$ cat src/rtl/prim_subreg_pkg.sv
// Shared types for the subregister primitives and the staged subregister bank.
package prim_subreg_pkg;

    typedef enum logic [2:0] {
        SwAccessRW  = 3'd0,
        SwAccessRO  = 3'd1,
        SwAccessW1C = 3'd2,
        SwAccessW1S = 3'd3,
        SwAccessW0C = 3'd4
    } sw_access_e;

    typedef enum logic {
        BankIdle = 1'b0,
        BankPend = 1'b1
    } bank_state_e;

endpackage

$ cat src/rtl/prim_subreg_bank_ch.sv
// One channel of the staged subregister bank: staging buffer, pending bit,
// access-mode merge/apply logic and the committed value with its update pulse.
module prim_subreg_bank_ch
    import prim_subreg_pkg::*;
#(
    parameter int unsigned    DW       = 32,
    parameter sw_access_e     SwAccess = SwAccessRW,
    parameter logic [DW-1:0]  RESVAL   = '0
) (
    input  logic          i_clk,
    input  logic          i_rst,
    input  logic          we_i,
    input  logic [DW-1:0] wd_i,
    input  logic          commit_i,
    input  logic          discard_i,
    input  logic          hw_de_i,
    input  logic [DW-1:0] hw_d_i,
    output logic [DW-1:0] q_o,
    output logic          qe_o,
    output logic          pend_o
);

    logic [DW-1:0] q_q, q_d;
    logic [DW-1:0] stage_q, stage_d;
    logic          pend_q, pend_d;
    logic          qe_q, qe_d;

    logic          we_acc_s;
    logic          mask_eff_s;
    logic [DW-1:0] stage_init_s;
    logic [DW-1:0] stage_merge_s;
    logic [DW-1:0] stage_eff_s;
    logic [DW-1:0] base_s;
    logic [DW-1:0] commit_val_s;

    // Staged value including a same-cycle write, and the value a commit would produce.
    always_comb begin
        we_acc_s = we_i && (SwAccess != SwAccessRO);

        // A fresh W0C stage starts from all-ones so that only written zeros clear.
        if (pend_q) begin
            stage_init_s = stage_q;
        end else if (SwAccess == SwAccessW0C) begin
            stage_init_s = {DW{1'b1}};
        end else begin
            stage_init_s = {DW{1'b0}};
        end

        case (SwAccess)
            SwAccessRW:  stage_merge_s = wd_i;
            SwAccessW1C: stage_merge_s = stage_init_s | wd_i;
            SwAccessW1S: stage_merge_s = stage_init_s | wd_i;
            SwAccessW0C: stage_merge_s = stage_init_s & wd_i;
            default:     stage_merge_s = stage_init_s;
        endcase

        stage_eff_s = we_acc_s ? stage_merge_s : stage_q;
        mask_eff_s  = pend_q || we_acc_s;
        base_s      = hw_de_i ? hw_d_i : q_q;

        case (SwAccess)
            SwAccessRW:  commit_val_s = stage_eff_s;
            SwAccessW1C: commit_val_s = base_s & ~stage_eff_s;
            SwAccessW1S: commit_val_s = base_s | stage_eff_s;
            SwAccessW0C: commit_val_s = base_s & stage_eff_s;
            default:     commit_val_s = base_s;
        endcase
    end

    // Next-state selection: discard beats commit, commit beats plain hardware data.
    always_comb begin
        q_d     = q_q;
        stage_d = stage_q;
        pend_d  = pend_q;
        qe_d    = 1'b0;
        if (discard_i) begin
            stage_d = {DW{1'b0}};
            pend_d  = 1'b0;
            if (hw_de_i) begin
                q_d = hw_d_i;
            end else begin
                q_d = q_q;
            end
        end else if (commit_i && mask_eff_s) begin
            q_d     = commit_val_s;
            qe_d    = 1'b1;
            stage_d = {DW{1'b0}};
            pend_d  = 1'b0;
        end else begin
            if (hw_de_i) begin
                q_d = hw_d_i;
            end else begin
                q_d = q_q;
            end
            if (we_acc_s) begin
                stage_d = stage_eff_s;
                pend_d  = 1'b1;
            end else begin
                stage_d = stage_q;
                pend_d  = pend_q;
            end
        end
    end

    // Channel state registers.
    always_ff @(posedge i_clk) begin
        if (i_rst) begin
            q_q     <= RESVAL;
            stage_q <= {DW{1'b0}};
            pend_q  <= 1'b0;
            qe_q    <= 1'b0;
        end else begin
            q_q     <= q_d;
            stage_q <= stage_d;
            pend_q  <= pend_d;
            qe_q    <= qe_d;
        end
    end

    assign q_o    = q_q;
    assign qe_o   = qe_q;
    assign pend_o = pend_q;

endmodule

$ cat src/rtl/prim_subreg_bank.sv
// Bank of NumCh subregisters with staged, atomic multi-channel commit.
// Optional staging timeout is enabled by defining PRIM_SUBREG_BANK_TIMEOUT_EN.
module prim_subreg_bank
    import prim_subreg_pkg::*;
#(
    parameter int unsigned   DW            = 32,
    parameter int unsigned   NumCh         = 4,
    parameter sw_access_e    SwAccess      = SwAccessRW,
    parameter logic [DW-1:0] RESVAL        = '0,
    parameter int unsigned   TimeoutCycles = 256
) (
    input  logic                i_clk,
    input  logic                i_rst,
    input  logic [NumCh-1:0]    sw_we_i,
    input  logic [DW-1:0]       sw_wd_i,
    input  logic                sw_commit_i,
    input  logic                sw_abort_i,
    input  logic [NumCh-1:0]    hw_de_i,
    input  logic [NumCh*DW-1:0] hw_d_i,
    output logic [NumCh*DW-1:0] sw_qs_o,
    output logic [NumCh-1:0]    sw_pend_o,
    output logic                busy_o,
    output logic [NumCh-1:0]    hw_qe_o,
    output logic [NumCh*DW-1:0] q_o,
    output logic                err_o
);

    bank_state_e state_q, state_d;
    logic        busy_q, busy_d;
    logic        any_we_s;
    logic        timeout_s;
    logic        discard_s;

    logic [NumCh*DW-1:0] q_s;

    assign any_we_s  = (|sw_we_i) && (SwAccess != SwAccessRO);
    assign discard_s = sw_abort_i || timeout_s;

`ifdef PRIM_SUBREG_BANK_TIMEOUT_EN
    localparam int unsigned CntW = $clog2(TimeoutCycles + 1);

    logic [CntW-1:0] cnt_q, cnt_d;
    logic            err_q, err_d;

    // Staging timeout: a commit in the expiry cycle still wins.
    always_comb begin
        timeout_s = (state_q == BankPend) && (cnt_q == CntW'(TimeoutCycles)) && !sw_commit_i;
        err_d     = timeout_s;
        if ((state_q == BankPend) && !timeout_s && !sw_commit_i && !sw_abort_i) begin
            if (any_we_s) begin
                cnt_d = {CntW{1'b0}};
            end else begin
                cnt_d = cnt_q + CntW'(1);
            end
        end else begin
            cnt_d = {CntW{1'b0}};
        end
    end

    // Timeout counter and error pulse registers.
    always_ff @(posedge i_clk) begin
        if (i_rst) begin
            cnt_q <= {CntW{1'b0}};
            err_q <= 1'b0;
        end else begin
            cnt_q <= cnt_d;
            err_q <= err_d;
        end
    end

    assign err_o = err_q;
`else
    logic unused_timeout;
    assign unused_timeout = ^TimeoutCycles;
    assign timeout_s      = 1'b0;
    assign err_o          = 1'b0;
`endif

    // FSM next state: PEND exactly while some channel holds staged data.
    always_comb begin
        case (state_q)
            BankIdle: begin
                if (any_we_s && !sw_commit_i && !sw_abort_i) begin
                    state_d = BankPend;
                end else begin
                    state_d = BankIdle;
                end
            end
            BankPend: begin
                if (sw_commit_i || discard_s) begin
                    state_d = BankIdle;
                end else begin
                    state_d = BankPend;
                end
            end
            default: state_d = BankIdle;
        endcase
        busy_d = (state_d == BankPend);
    end

    // FSM state and registered busy flag.
    always_ff @(posedge i_clk) begin
        if (i_rst) begin
            state_q <= BankIdle;
            busy_q  <= 1'b0;
        end else begin
            state_q <= state_d;
            busy_q  <= busy_d;
        end
    end

    for (genvar k = 0; k < NumCh; k++) begin : g_ch
        prim_subreg_bank_ch #(
            .DW       (DW),
            .SwAccess (SwAccess),
            .RESVAL   (RESVAL)
        ) u_ch (
            .i_clk     (i_clk),
            .i_rst     (i_rst),
            .we_i      (sw_we_i[k]),
            .wd_i      (sw_wd_i),
            .commit_i  (sw_commit_i),
            .discard_i (discard_s),
            .hw_de_i   (hw_de_i[k]),
            .hw_d_i    (hw_d_i[k*DW +: DW]),
            .q_o       (q_s[k*DW +: DW]),
            .qe_o      (hw_qe_o[k]),
            .pend_o    (sw_pend_o[k])
        );
    end

    assign busy_o  = busy_q;
    assign sw_qs_o = q_s;
    assign q_o     = q_s;

endmodule

$ cat config.mk
export PLATFORM = sky130hd
export DESIGN_NAME = prim_subreg_bank
export DESIGN_NICKNAME = d
export VERILOG_FILES = /design/src/rtl/prim_subreg_pkg.sv /design/src/rtl/prim_subreg_bank_ch.sv /design/src/rtl/prim_subreg_bank.sv
export SDC_FILE = /design/constraint.sdc
export NUM_CORES = 1
export LEC_CHECK = 0
export CAP_MARGIN = 20
export CELL_PAD_IN_SITES_DETAIL_PLACEMENT = 1
export CELL_PAD_IN_SITES_GLOBAL_PLACEMENT = 2
export CORE_MARGIN = 3
export CORE_UTILIZATION = 25
export CTS_CLUSTER_SIZE = 24
export DETAILED_ROUTE_END_ITERATION = 10
export PLACE_DENSITY_LB_ADDON = 0.1
export SKIP_CTS_REPAIR_TIMING = 1
export SLEW_MARGIN = 30
export SYNTH_ARGS = -nofsm -noshare
export SYNTH_HDL_FRONTEND = slang
export SYNTH_SLANG_ARGS = --single-unit
$ cat constraint.sdc
create_clock -name i_clk -period 1.75 [get_ports i_clk]
set_input_delay 0.35 -clock i_clk [delete_from_list [all_inputs] [get_ports i_clk]]
set_output_delay 0.35 -clock i_clk [all_outputs]
set_load 0.1 [all_outputs]
Word-level counts from Yosys, hierarchy flattened
Index checks and enable logic that the tools add are counted.
{"block": "word_totals", "reg_bits": 265, "latch_bits": 0, "ram_bits": 0, "rom_bits": 0, "inputBits": 172, "n_memories": 0}
{"block": "classes", "addsub": 0, "n_mul": 0, "div_mod_pow": 0, "n_lt_le_gt_ge": 0, "n_eq_ne": 0, "shifts": 0, "muxes": 23, "bitwise": 1, "n_reduce_logical": 19}
{"cell": "$mux 32", "count": 16}
{"cell": "$reduce_or 3->1", "count": 4}
{"cell": "$logic_and 1x1->1", "count": 6}
{"cell": "$mux 1", "count": 6}
{"cell": "$logic_or 1x1->1", "count": 5}
{"cell": "$reduce_or 4->1", "count": 1}
{"cell": "$logic_not 1->1", "count": 2}
{"cell": "$pmux 1 s2", "count": 1}
{"cell": "$reduce_or 2->1", "count": 1}
{"cell": "$not 1->1", "count": 1}

Logic depth before layout (Yosys ltp)
Gate-level depths: netlist of run 1.
{"block": "logic_depth", "ltp_word": 5, "mapped_depth": 7}

By module
From an unflattened synthesis of run 1, not the netlist that was laid out.
{"block": "hier_totals", "cells_unflattened": 1170, "hier_area_um2": 12618.4}
{"module": "prim_subreg_bank_ch", "instances": 4, "cells_per_inst": 259, "area_each_um2": 2900.3, "seq_area_each_um2": 1321.3}
{"module": "prim_subreg_bank", "instances": 1, "cells_per_inst": 134, "area_each_um2": 1017.2, "seq_area_each_um2": 20.0}

Worst setup path after synthesis of run 1
Ideal clock, no wire load.
{"block": "synth_timing", "path_kind": "flip-flop to output port", "startpoint": "reg g_ch[2].u_ch.q_q[0]", "endpoint": "out sw_qs_o[64]", "t_arrival_ns": 1.373, "path_slack_ns": 0.027, "path_stages_with_launch": 2, "path_buffers": 1, "path_cell_list": "dfxtp_1 -> buf_4"}
{"item": "start: declaration", "line_no": "prim_subreg_bank_ch.sv:23", "source": "logic [DW-1:0] q_q, q_d;"}
{"item": "start signal: assignment", "line_no": "prim_subreg_bank_ch.sv:113", "source": "q_q <= q_d;"}
{"item": "end: declaration", "line_no": "prim_subreg_bank.sv:20", "source": "output logic [NumCh*DW-1:0] sw_qs_o,"}
No word-level cell between the ends.

Worst setup path in the final report of run 1
{"block": "layout_timing", "startpoint": "reg g_ch[3].u_ch.pend_q", "endpoint": "reg g_ch[3].u_ch.stage_q[3]"}
{"block": "layout_between", "elab_chain_cells": 3}
{"item": "start: declaration", "line_no": "prim_subreg_bank_ch.sv:25", "source": "logic pend_q, pend_d;"}
{"item": "start signal: assignment", "line_no": "prim_subreg_bank_ch.sv:115", "source": "pend_q <= pend_d;"}
{"item": "$logic_or 1x1->1", "line_no": "prim_subreg_bank_ch.sv:58", "source": "mask_eff_s = pend_q || we_acc_s;"}
{"item": "$logic_and 1x1->1", "line_no": "prim_subreg_bank_ch.sv:84", "source": "end else if (commit_i && mask_eff_s) begin"}
{"item": "$reduce_or 3->1 (no source line)"}
{"item": "end signal: assignment", "line_no": "prim_subreg_bank_ch.sv:109", "source": "stage_q <= {DW{1'b0}};"}
{"item": "end signal: assignment", "line_no": "prim_subreg_bank_ch.sv:114", "source": "stage_q <= stage_d;"}
{"item": "end: declaration", "line_no": "prim_subreg_bank_ch.sv:24", "source": "logic [DW-1:0] stage_q, stage_d;"}
Every way passes these cells.
A chain may end at the register's enable or synchronous reset.

==> out/qor.csv, run 1 <==
stage;metric;value;unit
cts;Root Driver;clkbuf_16;
sta;post-route setup slack;0.1453;ns
logic_synthesis;Ys Warns;0;
detailed_routing;Detailed Route WL;47.37;mm
detailed_routing;drt wl/cell;22.20;um
detailed_routing;first drt pass iteration count;4;
global_routing;initial antenna violation count;7;
global_routing;global-route wire length before repair;70.41;mm
worst_setup_path;Crit path required time;2.20;ns
sta;post-layout minimum cycle time;1.605;ns
power_and_ir_drop;register share of total power;32.7;%
cts;CTS tree;built;
floorplanning;Top Ports;438;
detailed_routing;Detailed Route Iter0 Violations;366;
floorplanning;chip width;226.2;um
detailed_routing;detail-routed via count per cell;4.786;
global_routing;gr ovfl total;0;
global_routing;largest net degree at the start of global routing;65;
floorplanning;core box area;47850;um2
sta;Final Max Tran Viols;0;
placed_design;PortBufs;436;
outcome;outcome;finished, final reports clean;
logic_synthesis;Seq/Total Area, Yosys;43.78;%
worst_setup_path;Worst Setup End Kind;register;
logic_synthesis;Seq cells post-synth;265;
logic_synthesis;syn nets;1366;
global_routing;vias in the first global route;10620;
floorplanning;Initial Util;25.33;%
power_and_ir_drop;peak supply drop;439.0;uV
sta;Hold Violations, Final;0;
floorplanning;Die Y-Extent;226.2;um
sta;final setup vio count;0;
power_and_ir_drop;clock share of power;32.9;%
cts;worst skew pair latency;0.52;ns
worst_setup_path;Crit Path Class;register to register;
floorplanning;die area;51150;um2
flow_run;maxcap violations;0;
cts;CTS Buf Count;34;
placed_design;Setup WS pre-CTS;-0.2522;ns
sta;setup_tns;0;ns
sta;Layout Skew;0.005772;ns
finish;number of fill cells;5036;
cts;clock sink count;265;
finish;Synth-to-Final Area Change;67.20;%
power_and_ir_drop;power density cells;1029;nW/um2
worst_setup_path;reg2reg end;g_ch[3].u_ch.stage_q[3]$_SDFFE_PP0P_;
cts;clk buf depth;3;
placed_design;post-DP HPWL;35.24;mm
worst_setup_path;CP max FO;32;
worst_hold_path;Hold Crit Class;primary input to register;
worst_hold_path;Endpoint, Worst Hold;g_ch[2].u_ch.q_o[31]$_SDFF_PP0_;
cts;Reg clk slew, reported paths;0.06;ns
global_routing;All-Layer GR Usage;18.14;%
cts;CTS HTree Levels;2;
detailed_routing;post-route ant nets;0;
worst_hold_path;Hold Path Origin;i_rst;
finish;Util after Layout;42.35;%
finish;Final #Nets;1670;
power_and_ir_drop;Switching Fraction;36.59;%
power_and_ir_drop;combinational power share;34.4;%
sta;fmax;0.6232;GHz
logic_synthesis;Post-Syn Area per Cell;10.15;um2
power_and_ir_drop;switching pwr;7.627;mW
worst_setup_path;setup slack, reg-to-reg;0.15;ns
finish;layout cells sized above 1;30.11;%
worst_setup_path;WP data arrival;2.06;ns
detailed_routing;DRC violations left;0;
worst_setup_path;Worst R2R Start;g_ch[3].u_ch.pend_o$_SDFFE_PP0P_;
power_and_ir_drop;LEAKAGE;7.858;nW
logic_synthesis;Syn Std Cell Area;12120;um2
worst_hold_path;hold path depth;2;
floorplanning;placement row count;80;
placed_design;post-placement cell area;19170;um2
logic_synthesis;Yosys cell types;24;
logic_synthesis;Cells after Synth;1194;
placed_design;Placer Congestion;0.7419;
sta;unrepaired setup endpoints after global routing;false;
worst_setup_path;CP Launch Type;register;
detailed_routing;via count;10210;
power_and_ir_drop;Power Internal;13.22;mW
worst_setup_path;R2R depth;3;
finish;Design Area, Final;20260;um2
sta;crit share post-route;91.70;%
[through the flow]
step	total power, mW	hold WS, ns	std cells
final	20.85	0.1868	2134
after global routing	21.66	0.1697	2134
after CTS	21.19	0.1472	2133
after detailed placement	14.17	0.4798	2077
after global placement	14.12	0.4710	2077
after floorplan	11.38	0.4557	1194
[Yosys cell counts]
library cell / count / area [um2]
buf_4: 143 / 1074
or3_1: 1 / 6.260
nand2_1: 3 / 11.26
a211o_4: 2 / 35.03
buf_1: 5 / 18.77
or2_1: 4 / 25.02
conb_1: 1 / 3.750
a211oi_1: 22 / 165.2
mux2i_1: 128 / 1281
dfxtp_1: 265 / 5305
nand2_2: 1 / 6.260
buf_6: 16 / 180.2
a21oi_1: 1 / 5.000
a311oi_1: 106 / 928.4
nor3_1: 23 / 115.1
a221oi_1: 94 / 823.3
nor2b_1: 132 / 825.8
nand2b_1: 1 / 6.260
a211o_1: 2 / 17.52
mux2_2: 22 / 247.7
a221oi_2: 12 / 180.2
nor2_1: 113 / 424.2
buf_2: 55 / 275.3
clkbuf_1: 42 / 157.7
[worst max path at each step]
stage,from,end,slack (ns)
detailed placement,sw_abort_i,g_ch[0].u_ch.q_o[13]$_SDFF_PP0_,-0.25
global route,g_ch[3].u_ch.pend_o$_SDFFE_PP0P_,g_ch[3].u_ch.stage_q[18]$_SDFFE_PP0P_,0.05
floorplan,g_ch[2].u_ch.q_o[0]$_SDFF_PP0_,sw_qs_o[64],0.03
CTS,g_ch[2].u_ch.q_o[0]$_SDFF_PP0_,q_o[64],0.08
global placement,sw_commit_i,g_ch[2].u_ch.q_o[21]$_SDFF_PP0_,-0.34
finish,g_ch[3].u_ch.pend_o$_SDFFE_PP0P_,g_ch[3].u_ch.stage_q[3]$_SDFFE_PP0P_,0.15
[power by group through the flow]
| stage | combinational [mW] | clock, mW | sequential, mW |
|---|---|---|---|
| 2_1_floorplan | 3.15 | 0 | 8.23 |
| 3_3_place_gp | 7.17 | 0 | 6.95 |
| 3_5_place_dp | 7.21 | 0 | 6.95 |
| 4_1_cts | 7.23 | 7.14 | 6.83 |
| 5_1_grt | 7.42 | 7.37 | 6.86 |
| 6_report | 7.17 | 6.86 | 6.81 |
[layer usage]
metal	routed length [um]	track usage (%)	vias up	part of all wire, %
met5	36	0	-	0.076
met4	696	4.502	6	1.5
met3	2902	4.303	43	6.1
met2	21660	28.33	285	46
met1	22080	25.24	5019	47
li1	-	-	4861	-
[registers in the layout, summed over array words and instances (netlist names)]
signal and count:
g_ch.u_ch.stage_q 128, g_ch.u_ch.qe_o 4, busy_o 1, g_ch.u_ch.pend_o 4
g_ch.u_ch.q_o 128
[worst max-delay path, cell delays in order, from the launching register on]
cell     delay [ns]
dfxtp_1        0.34
or2_2          0.46
a211o_4        0.56
nor2_1         0.17
[cell families (layout without fill, tap and decap cells)]
group,count (synthesis),after routing,synth area share (%)
and+or+nand+nor,278,278,11.72
DFF,265,265,43.78
buffers and inverters,261,585,14.07
AOI/OAI and AO/OA,239,239,17.78
muxes,150,150,12.62
other,1,2,0.03095
[placed cells by master, fill, tap and decap left out, drive strengths merged]
master         count
buf              367
dfxtp            265
clkdlybuf4s50    162
nor2b            132
mux2i            128
nor2             113
a311oi           106
a221oi           106
clkbuf            54
nor3              23
mux2              22
a211oi            22
or2                4
nand2              4
a211o              4
clkinv             2
diode              1
nand2b             1
or3                1
a21oi              1
conb               1
[layout make-up]
cell class	instances	area, um2	share of cell area, %
tap	615	769.5	3.798
clock inverter	2	10.01	0.04940
timing repair buffer	529	7976	39.37
multi-input combinational	668	5117	25.26
antenna	1	2.502	0.01235
clock buffer	54	1080	5.329
sequential	265	5305	26.18
No activity file was read; power rests on OpenSTA's default activity.
==> run 2: changes to the inputs <==
--- a/config.mk
+++ b/config.mk
@@ -9,7 +9,7 @@
 export CELL_PAD_IN_SITES_DETAIL_PLACEMENT = 1
 export CELL_PAD_IN_SITES_GLOBAL_PLACEMENT = 2
 export CORE_MARGIN = 3
-export CORE_UTILIZATION = 25
+export CORE_UTILIZATION = 27
 export CTS_CLUSTER_SIZE = 24
 export DETAILED_ROUTE_END_ITERATION = 10
 export PLACE_DENSITY_LB_ADDON = 0.1
==> out/qor.csv, run 2 (synthesized netlist as in run 1, its figures left out) <==
stage;metric;value;unit
placed_design;Placer Congestion;0.7453;
floorplanning;die area;47460;um2
sta;Hold Violations, Final;0;
sta;post-route setup slack;0.07173;ns
worst_setup_path;WP data arrival;1.33;ns
detailed_routing;detail-routed via count per cell;4.880;
worst_setup_path;cell family with most CP delay;flip-flops;
detailed_routing;DRC violations left;0;
sta;setup_tns;0;ns
floorplanning;Die Y-Extent;217.9;um
finish;most frequent cells in the layout;buf_12 (288), dfxtp_1 (265), clkdlybuf4s50_1 (162), nor2b_1 (131), mux2i_1 (128);
cts;clk buf depth;3;
cts;CTS HTree Levels;1;
placed_design;Setup WS pre-CTS;-0.2443;ns
floorplanning;chip width;217.9;um
power_and_ir_drop;register share of total power;32.9;%
power_and_ir_drop;peak supply drop;500.8;uV
global_routing;gr ovfl total;0;
finish;number of fill cells;4555;
global_routing;global-route wire length before repair;69.31;mm
worst_setup_path;Crit Path Class;register to primary output;
worst_hold_path;Hold Crit Class;primary input to register;
floorplanning;Top Ports;438;
worst_setup_path;Crit path required time;1.40;ns
power_and_ir_drop;Power Internal;13.14;mW
global_routing;largest net degree at the start of global routing;66;
placed_design;PortBufs;436;
finish;commonest non-fill, non-tap cell in the layout;buf_12;
floorplanning;Initial Util;27.70;%
placed_design;post-DP HPWL;35.03;mm
power_and_ir_drop;power density cells;1029;nW/um2
power_and_ir_drop;Switching Fraction;36.49;%
cts;Reg clk slew, reported paths;0.06;ns
finish;Final #Nets;1657;
global_routing;vias in the first global route;10560;
worst_setup_path;CP Launch Type;register;
cts;Root Driver;clkbuf_16;
floorplanning;core box area;43740;um2
sta;crit share post-route;95.90;%
cts;CTS tree;built;
detailed_routing;first drt pass iteration count;4;
worst_setup_path;cell breakdown of the critical path;buf_12;
sta;worst hold slack;0.2214;ns
detailed_routing;post-route ant nets;0;
cts;clock sink count;265;
global_routing;All-Layer GR Usage;18.96;%
sta;Layout Skew;0.007896;ns
power_and_ir_drop;total chip power;20.68;mW
sta;final setup vio count;0;
finish;layout cells sized above 1;29.81;%
detailed_routing;Detailed Route Iter0 Violations;520;
detailed_routing;via count;10220;
worst_setup_path;Slowest-stage cell, CP;dfxtp_1;
outcome;outcome;finished, final reports clean;
detailed_routing;Detailed Route WL;46.75;mm
power_and_ir_drop;switching pwr;7.547;mW
flow_run;maxcap violations;0;
sta;post-layout minimum cycle time;1.678;ns
power_and_ir_drop;clock share of power;32.5;%
cts;CTS Buf Count;31;
detailed_routing;drt wl/cell;22.32;um
power_and_ir_drop;LEAKAGE;7.790;nW
sta;Final Max Tran Viols;0;
worst_setup_path;Worst Setup End Kind;primary output;
global_routing;initial antenna violation count;4;
worst_setup_path;CP max FO;3;
worst_setup_path;worst path bufs/invs;1;
finish;Util after Layout;45.96;%
worst_setup_path;max incr delay on CP;0.54;ns
sta;unrepaired setup endpoints after global routing;false;
cts;worst skew pair latency;0.56;ns
floorplanning;placement row count;76;
finish;Synth-to-Final Area Change;65.90;%
power_and_ir_drop;combinational power share;34.5;%
sta;fmax;0.5959;GHz
## run 2: worst register-to-register path, cell delays in order (launching register included)
cell      delay (ns)
dfxtp_1         0.33
or2_2           0.33
buf_12          0.22
a221oi_1        0.37
a311oi_1        0.08
## run 2: stage by stage
step / cells / cell area (um2)
detailed placement: 2037 / 19040
finish: 2094 / 20100
floorplan: 1194 / 12120
global placement: 2037 / 19040
global route: 2093 / 20100
CTS: 2091 / 20100
## run 2: layer usage
metal | GRT usage, % | up-vias | wire length (um)
li1 | - | 4838 | -
met3 | 3.985 | 49 | 2521
met2 | 30.99 | 279 | 22070
met5 | 0 | - | 23
met4 | 3.675 | 4 | 783
met1 | 25.99 | 5048 | 21350
## run 2: power groups by stage
stage,Sequential (mW),Clock (mW),Combinational [mW]
finish,6.81,6.72,7.15
global route,6.86,7.20,7.38
CTS,6.83,6.95,7.20
detailed placement,6.95,0,7.19
global placement,6.95,0,7.14
floorplan,8.23,0,3.15
## run 2: area by class of cell
cell class	count	area, um2	share of cell area [%]
timing repair buffer	519	7885	39.22
sequential	265	5305	26.39
multi-input combinational	668	5117	25.46
clock buffer	43	900.9	4.481
tap	585	732.0	3.641
clock inverter	11	155.1	0.7718
antenna	3	7.507	0.03734
## run 2: path summary, 6_finish.rpt
kind | slack [ns] | end | from | cells past startpoint
worst max register to register | 0.28 | g_ch[3].u_ch.q_o[3]$_SDFF_PP0_ | g_ch[3].u_ch.pend_o$_SDFFE_PP0P_ | 4
worst min-delay path | 0.22 | g_ch[3].u_ch.pend_o$_SDFFE_PP0P_ | sw_we_i[3] | 3
worst min register to register | 0.49 | g_ch[1].u_ch.stage_q[24]$_SDFFE_PP0P_ | g_ch[1].u_ch.stage_q[24]$_SDFFE_PP0P_ | 2
worst max-delay path | 0.07 | sw_qs_o[64] | g_ch[2].u_ch.q_o[0]$_SDFF_PP0_ | 1
==> RTL change 1: new RTL, flow settings as in run 2 <==
Register the inputs `sw_we_i`, `sw_wd_i`, `hw_de_i` and `hw_d_i` before use. The logic sees them one clock later. The other inputs are not delayed to match.
--- a/src/rtl/prim_subreg_bank.sv
+++ b/src/rtl/prim_subreg_bank.sv
@@ -26,4 +26,16 @@
 );
 
+    logic [NumCh-1:0] sw_we_q;
+    logic [DW-1:0] sw_wd_q;
+    logic [NumCh-1:0] hw_de_q;
+    logic [NumCh*DW-1:0] hw_d_q;
+
+    always_ff @(posedge i_clk) begin
+        sw_we_q <= sw_we_i;
+        sw_wd_q <= sw_wd_i;
+        hw_de_q <= hw_de_i;
+        hw_d_q  <= hw_d_i;
+    end
+
     bank_state_e state_q, state_d;
     logic        busy_q, busy_d;
@@ -34,5 +46,5 @@
     logic [NumCh*DW-1:0] q_s;
 
-    assign any_we_s  = (|sw_we_i) && (SwAccess != SwAccessRO);
+    assign any_we_s  = (|sw_we_q) && (SwAccess != SwAccessRO);
     assign discard_s = sw_abort_i || timeout_s;
 
@@ -118,10 +130,10 @@
             .i_clk     (i_clk),
             .i_rst     (i_rst),
-            .we_i      (sw_we_i[k]),
-            .wd_i      (sw_wd_i),
+            .we_i      (sw_we_q[k]),
+            .wd_i      (sw_wd_q),
             .commit_i  (sw_commit_i),
             .discard_i (discard_s),
-            .hw_de_i   (hw_de_i[k]),
-            .hw_d_i    (hw_d_i[k*DW +: DW]),
+            .hw_de_i   (hw_de_q[k]),
+            .hw_d_i    (hw_d_q[k*DW +: DW]),
             .q_o       (q_s[k*DW +: DW]),
             .qe_o      (hw_qe_o[k]),
Function: changed (Yosys sat finds a counterexample within 4 cycles, from zero or initial values and one cycle with i_rst high).
==> RTL change 1 against run 2 <==
Area after synthesis up 28%. Power up 37%. Final area up 20%. Combinational power fell by 2%. Wire length grew 18%. Sequential cell count rose by 168. Worst setup slack better by 28 ps. Largest power group is now sequential cells. Highest routed layer unchanged.
==> RTL change 1: results (changes against run 2) <==
drive_above_1_share_pct: 25.9  # -4.0 points
skew_ps: 12.6  # +4.68 ps
port_buffers: 436  # unchanged
netlist_instances: 1368  # +15%
place_hpwl_um: 38800  # +11%
synth_edf_count: 0  # unchanged
viasPerCell: 4.65  # -4.8%
cp_data_arrival_time_ps: 1300  # -30 ps
worstMarginPinSlew_ps: 613
first_pass_iters: 4  # unchanged
grt_pass1_wl_um: 81300  # +17%
path_delay_family: "flip-flops"
cts-root-buf: "clkbuf_16"
ctsLongestPathBuffers: 3  # unchanged
synth_top_cells_by_count: "dfxtp_1 (433), buf_4 (144), nor2_1 (133), nor2b_1 (133)"
clock_latency_ps: 580  # +20 ps
hold_path_class: "input pin to flip-flop"
track_usage_pct: 18.0  # -0.97 points
htreeDepth: 2  # +1
synth_nets: 1540  # +13%
fin_nets: 1824  # +10%
cts.clk_slew.worst_paths_ps: 60  # about the same
yosys-top-cells-area: "dfxtp_1 (56%), mux2i_1 (8.3%), a311oi_1 (7.2%)"
via_count: 11400  # +11%
n_fill_cell: 5851  # +28%
dpl.cell_count: 2355  # +16%
synth_async_sr_flop_share_pct: 0  # unchanged
cts_made_buffers: 51  # +65%
first_global_vias: 12000  # +14%
cpMaxStageDelayCell: "dfxtp_1"
antenna_found_initial: 2  # -2
drt-initial-drc-count: 495  # -4.8%
slew_viol_final: 0  # unchanged
path_max_fanout: 3  # unchanged
total_leakage_power_nw: 9.32  # +20%
wirelength_um: 55300  # +18%
yosys_warnings: 0  # unchanged
ys_seq_area_share_pct: 56.0  # +12 points
p_int_mw: 19.2  # +46%
irDropWorstVdd_mv: 0.824  # +65%
drcViolationCount: 0  # unchanged
grt_max_degree: 67  # +1.5%
place.gp.congestion: 0.743  # -0.27%
r2r_cells: 4  # unchanged
status: "finished, final reports clean"
synthDistinctLibCells: 20  # -17%
whs_path_depth: 2  # -1
slowest_delay_ps: 500  # -40 ps
-- RTL change 1: worst paths after layout --
check / to / startpoint / slack (ps)
hold reg to reg: g_ch[1].u_ch.stage_q[9] / g_ch[1].u_ch.stage_q[9] / 490
setup / recovery: sw_qs_o[88] / g_ch[2].u_ch.q_o[24] / 100
hold / removal: g_ch[2].u_ch.q_o[27] / i_rst / 50
setup reg to reg: g_ch[3].u_ch.q_o[7] / sw_we_q[3] / 220
-- RTL change 1: kinds of logic after synthesis --
| group | share of synthesized area (%) |
|---|---|
| and+or+nand+nor | 8.92 |
| other | 0.0242 |
| AOI/OAI and AO/OA | 15.6 |
| buffers and inverters | 11.3 |
| DFF | 56.0 |
| muxes | 8.27 |
-- RTL change 1: through the flow --
| stage | setup TNS (ps) | power [mW] | cell area [um2] | setup slack, ps | hold WS (ps) |
|---|---|---|---|---|---|
| 3_5_place_dp | -19740 | 18.3 | 22400 | -241 | 480 |
| 5_1_grt | 0 | 29.4 | 24100 | 34.9 | 49.2 |
| 2_1_floorplan | 0 | 15.5 | 15500 | 32.8 | 378 |
| 6_report | 0 | 28.3 | 24100 | 99.3 | 51.6 |
| 4_1_cts | 0 | 28.8 | 24100 | 50.7 | 20.4 |
| 3_3_place_gp | -16800 | 18.3 | 22400 | -206 | 473 |
-- RTL change 1: final cells by class --
| type | count | area share [%] |
|---|---|---|
| well taps | 756 | 3.93 |
| flip-flops and latches | 433 | 36.1 |
| diodes | 2 | 0.0208 |
| repair buffers | 500 | 32.1 |
| clock buffers | 81 | 6.53 |
| multi-input cells | 666 | 21.1 |
| clock inverters | 6 | 0.229 |
-- RTL change 1: power by group through the flow --
stage / Sequential (mW) / Combinational, mW / Clock, mW
floorplan: 12.4 / 3.15 / 0
global placement: 11.3 / 6.97 / 0
detailed placement: 11.3 / 7.02 / 0
CTS: 11.1 / 7.04 / 10.7
global route: 11.1 / 7.23 / 11.1
finish: 11.0 / 6.98 / 10.3
-- RTL change 1: per-layer routing --
metal  wire length, um  up-vias  part of all wire [%]  global-route usage, %
met4              1050        2                   1.9                   4.43
met2             27200      275                    49                   30.6
met3              2580       65                   4.7                   3.36
met1             24400     5621                    44                   23.5
met5                20        -                 0.036                      0
li1                  -     5396                     -                      -
==> RTL change 2: new RTL, flow settings as in run 2 <==
Without the edit above. Build with the macro `PRIM_SUBREG_BANK_TIMEOUT_EN` defined.
--- a/src/rtl/prim_subreg_bank.sv
+++ b/src/rtl/prim_subreg_bank.sv
@@ -1,4 +1,6 @@
 // Bank of NumCh subregisters with staged, atomic multi-channel commit.
 // Optional staging timeout is enabled by defining PRIM_SUBREG_BANK_TIMEOUT_EN.
+`define PRIM_SUBREG_BANK_TIMEOUT_EN
+
 module prim_subreg_bank
     import prim_subreg_pkg::*;
Check against the original RTL: not settled (the Yosys comparison gave no result); the edit may change what the design does.
==> RTL change 2 against run 2 <==
The flow now finishes with violations (setup timing). Final area up 4.7%. Count of clock-buffer cells in the layout up 4. Power up 3.1%. Sequential cell count up 10. Sequential power up 3.4%. Maximum frequency down 5.7%. Global-route usage up 0.91 points. Area after synthesis up 3.0%. Worst setup slack worse by 100 ps. Wire length up 7.5%. Combinational power up 0.8%. Critical path depth up 5. Critical endpoint is now g_ch[1].u_ch.stage_q[12]. Highest routed layer is now met4.
==> RTL change 2: results (changes against run 2) <==
status: "finished with violations"
violations: "setup timing"
fin_nets: 1742  # +5.1%
setup_viol: 30  # +30
r2r_cells: 6  # +2
yosys-top-cells-area: "dfxtp_1 (44%), mux2i_1 (10%), buf_4 (8.2%)"
viasPerCell: 4.96  # +1.6%
n_fill_cell: 4730  # +3.8%
p_int_mw: 13.6  # +3.3%
skew_ps: 8.94  # +1.04 ps
cts_made_buffers: 34  # +9.7%
synth_top_cells_by_count: "dfxtp_1 (275), buf_4 (136), nor2b_1 (130)"
track_usage_pct: 19.9  # +0.91 points
cpMaxStageDelayCell: "or4_4"
dpl.cell_count: 2120  # +4.1%
drive_above_1_share_pct: 29.2  # -0.59 points
synthDistinctLibCells: 33  # +38%
first_pass_iters: 5  # +1
place.gp.congestion: 0.772  # +3.6%
fin_ws_ps: -29.8  # -102 ps
cp_data_arrival_time_ps: 2170  # +840 ps
netlist_instances: 1249  # +4.6%
pre_cts_ws_ps: -277  # -32.9 ps
path_max_fanout: 8  # +5
path_delay_family: "simple AND/OR/NAND/NOR gates"
grt_pass1_wl_um: 75800  # +9.3%
via_count: 10900  # +6.4%
antenna_found_initial: 5  # +1
clock_latency_ps: 510  # -50 ps
irDropWorstVdd_mv: 0.484  # -3.4%
[RTL change 2: cell families after synthesis]
logic type               share of synthesized area (%)
AO/OA/AOI/OAI                                     18.4
XOR/XNOR                                         0.211
adder cells (fa/ha/maj)                          0.201
buffers and inverters                             13.0
flip-flops                                        44.1
multiplexers                                      11.4
AND/OR/NAND/NOR                                   12.6
[RTL change 2: metrics by stage]
stage	area [um2]	setup TNS [ps]	power (mW)
6_report	21000	-340	21.3
3_3_place_gp	19700	-44690	14.3
5_1_grt	21000	-3170	22.2
3_5_place_dp	19700	-55060	14.4
2_1_floorplan	12500	0	11.6
4_1_cts	20800	-3320	21.6
[RTL change 2: final timing paths]
check	startpoint	end	slack [ps]
max	cnt_q[2]	g_ch[1].u_ch.stage_q[12]	-30
min reg2reg	g_ch[2].u_ch.stage_q[3]	g_ch[2].u_ch.stage_q[3]	490
min	i_rst	g_ch[0].u_ch.pend_o	300
max reg2reg	cnt_q[2]	g_ch[1].u_ch.stage_q[12]	-30
[RTL change 2: cell type report]
type	count	share of cell area, %
clock buffers	47	4.77
inverters	4	0.0714
well taps	600	3.57
diodes	2	0.0238
flip-flops and latches	275	26.2
repair buffers	545	39.3
multi-input cells	708	25.5
clock inverters	12	0.559
[RTL change 2: layer usage]
layer	wire (um)	vias up	track usage, %
met4	545	0	3.41
li1	-	5131	-
met3	2290	35	3.63
met2	24100	292	32.5
met1	23400	5412	27.7
met5	0	-	0
[RTL change 2: power by group through the flow]
| stage | Combinational [mW] | Sequential, mW | Clock [mW] |
|---|---|---|---|
| CTS | 7.21 | 7.05 | 7.33 |
| global route | 7.46 | 7.09 | 7.62 |
| finish | 7.21 | 7.04 | 7.08 |
| detailed placement | 7.20 | 7.19 | 0 |
| global placement | 7.15 | 7.18 | 0 |
| floorplan | 3.10 | 8.46 | 0 |
[RTL change 2: worst reg2reg max path, stage by stage, from the launching register on]
cell and delay [ps]:
dfxtp_2 320, or4_4 530, buf_6 170, o311ai_4 260, buf_6 170, clkbuf_16 170, nor2_1 50
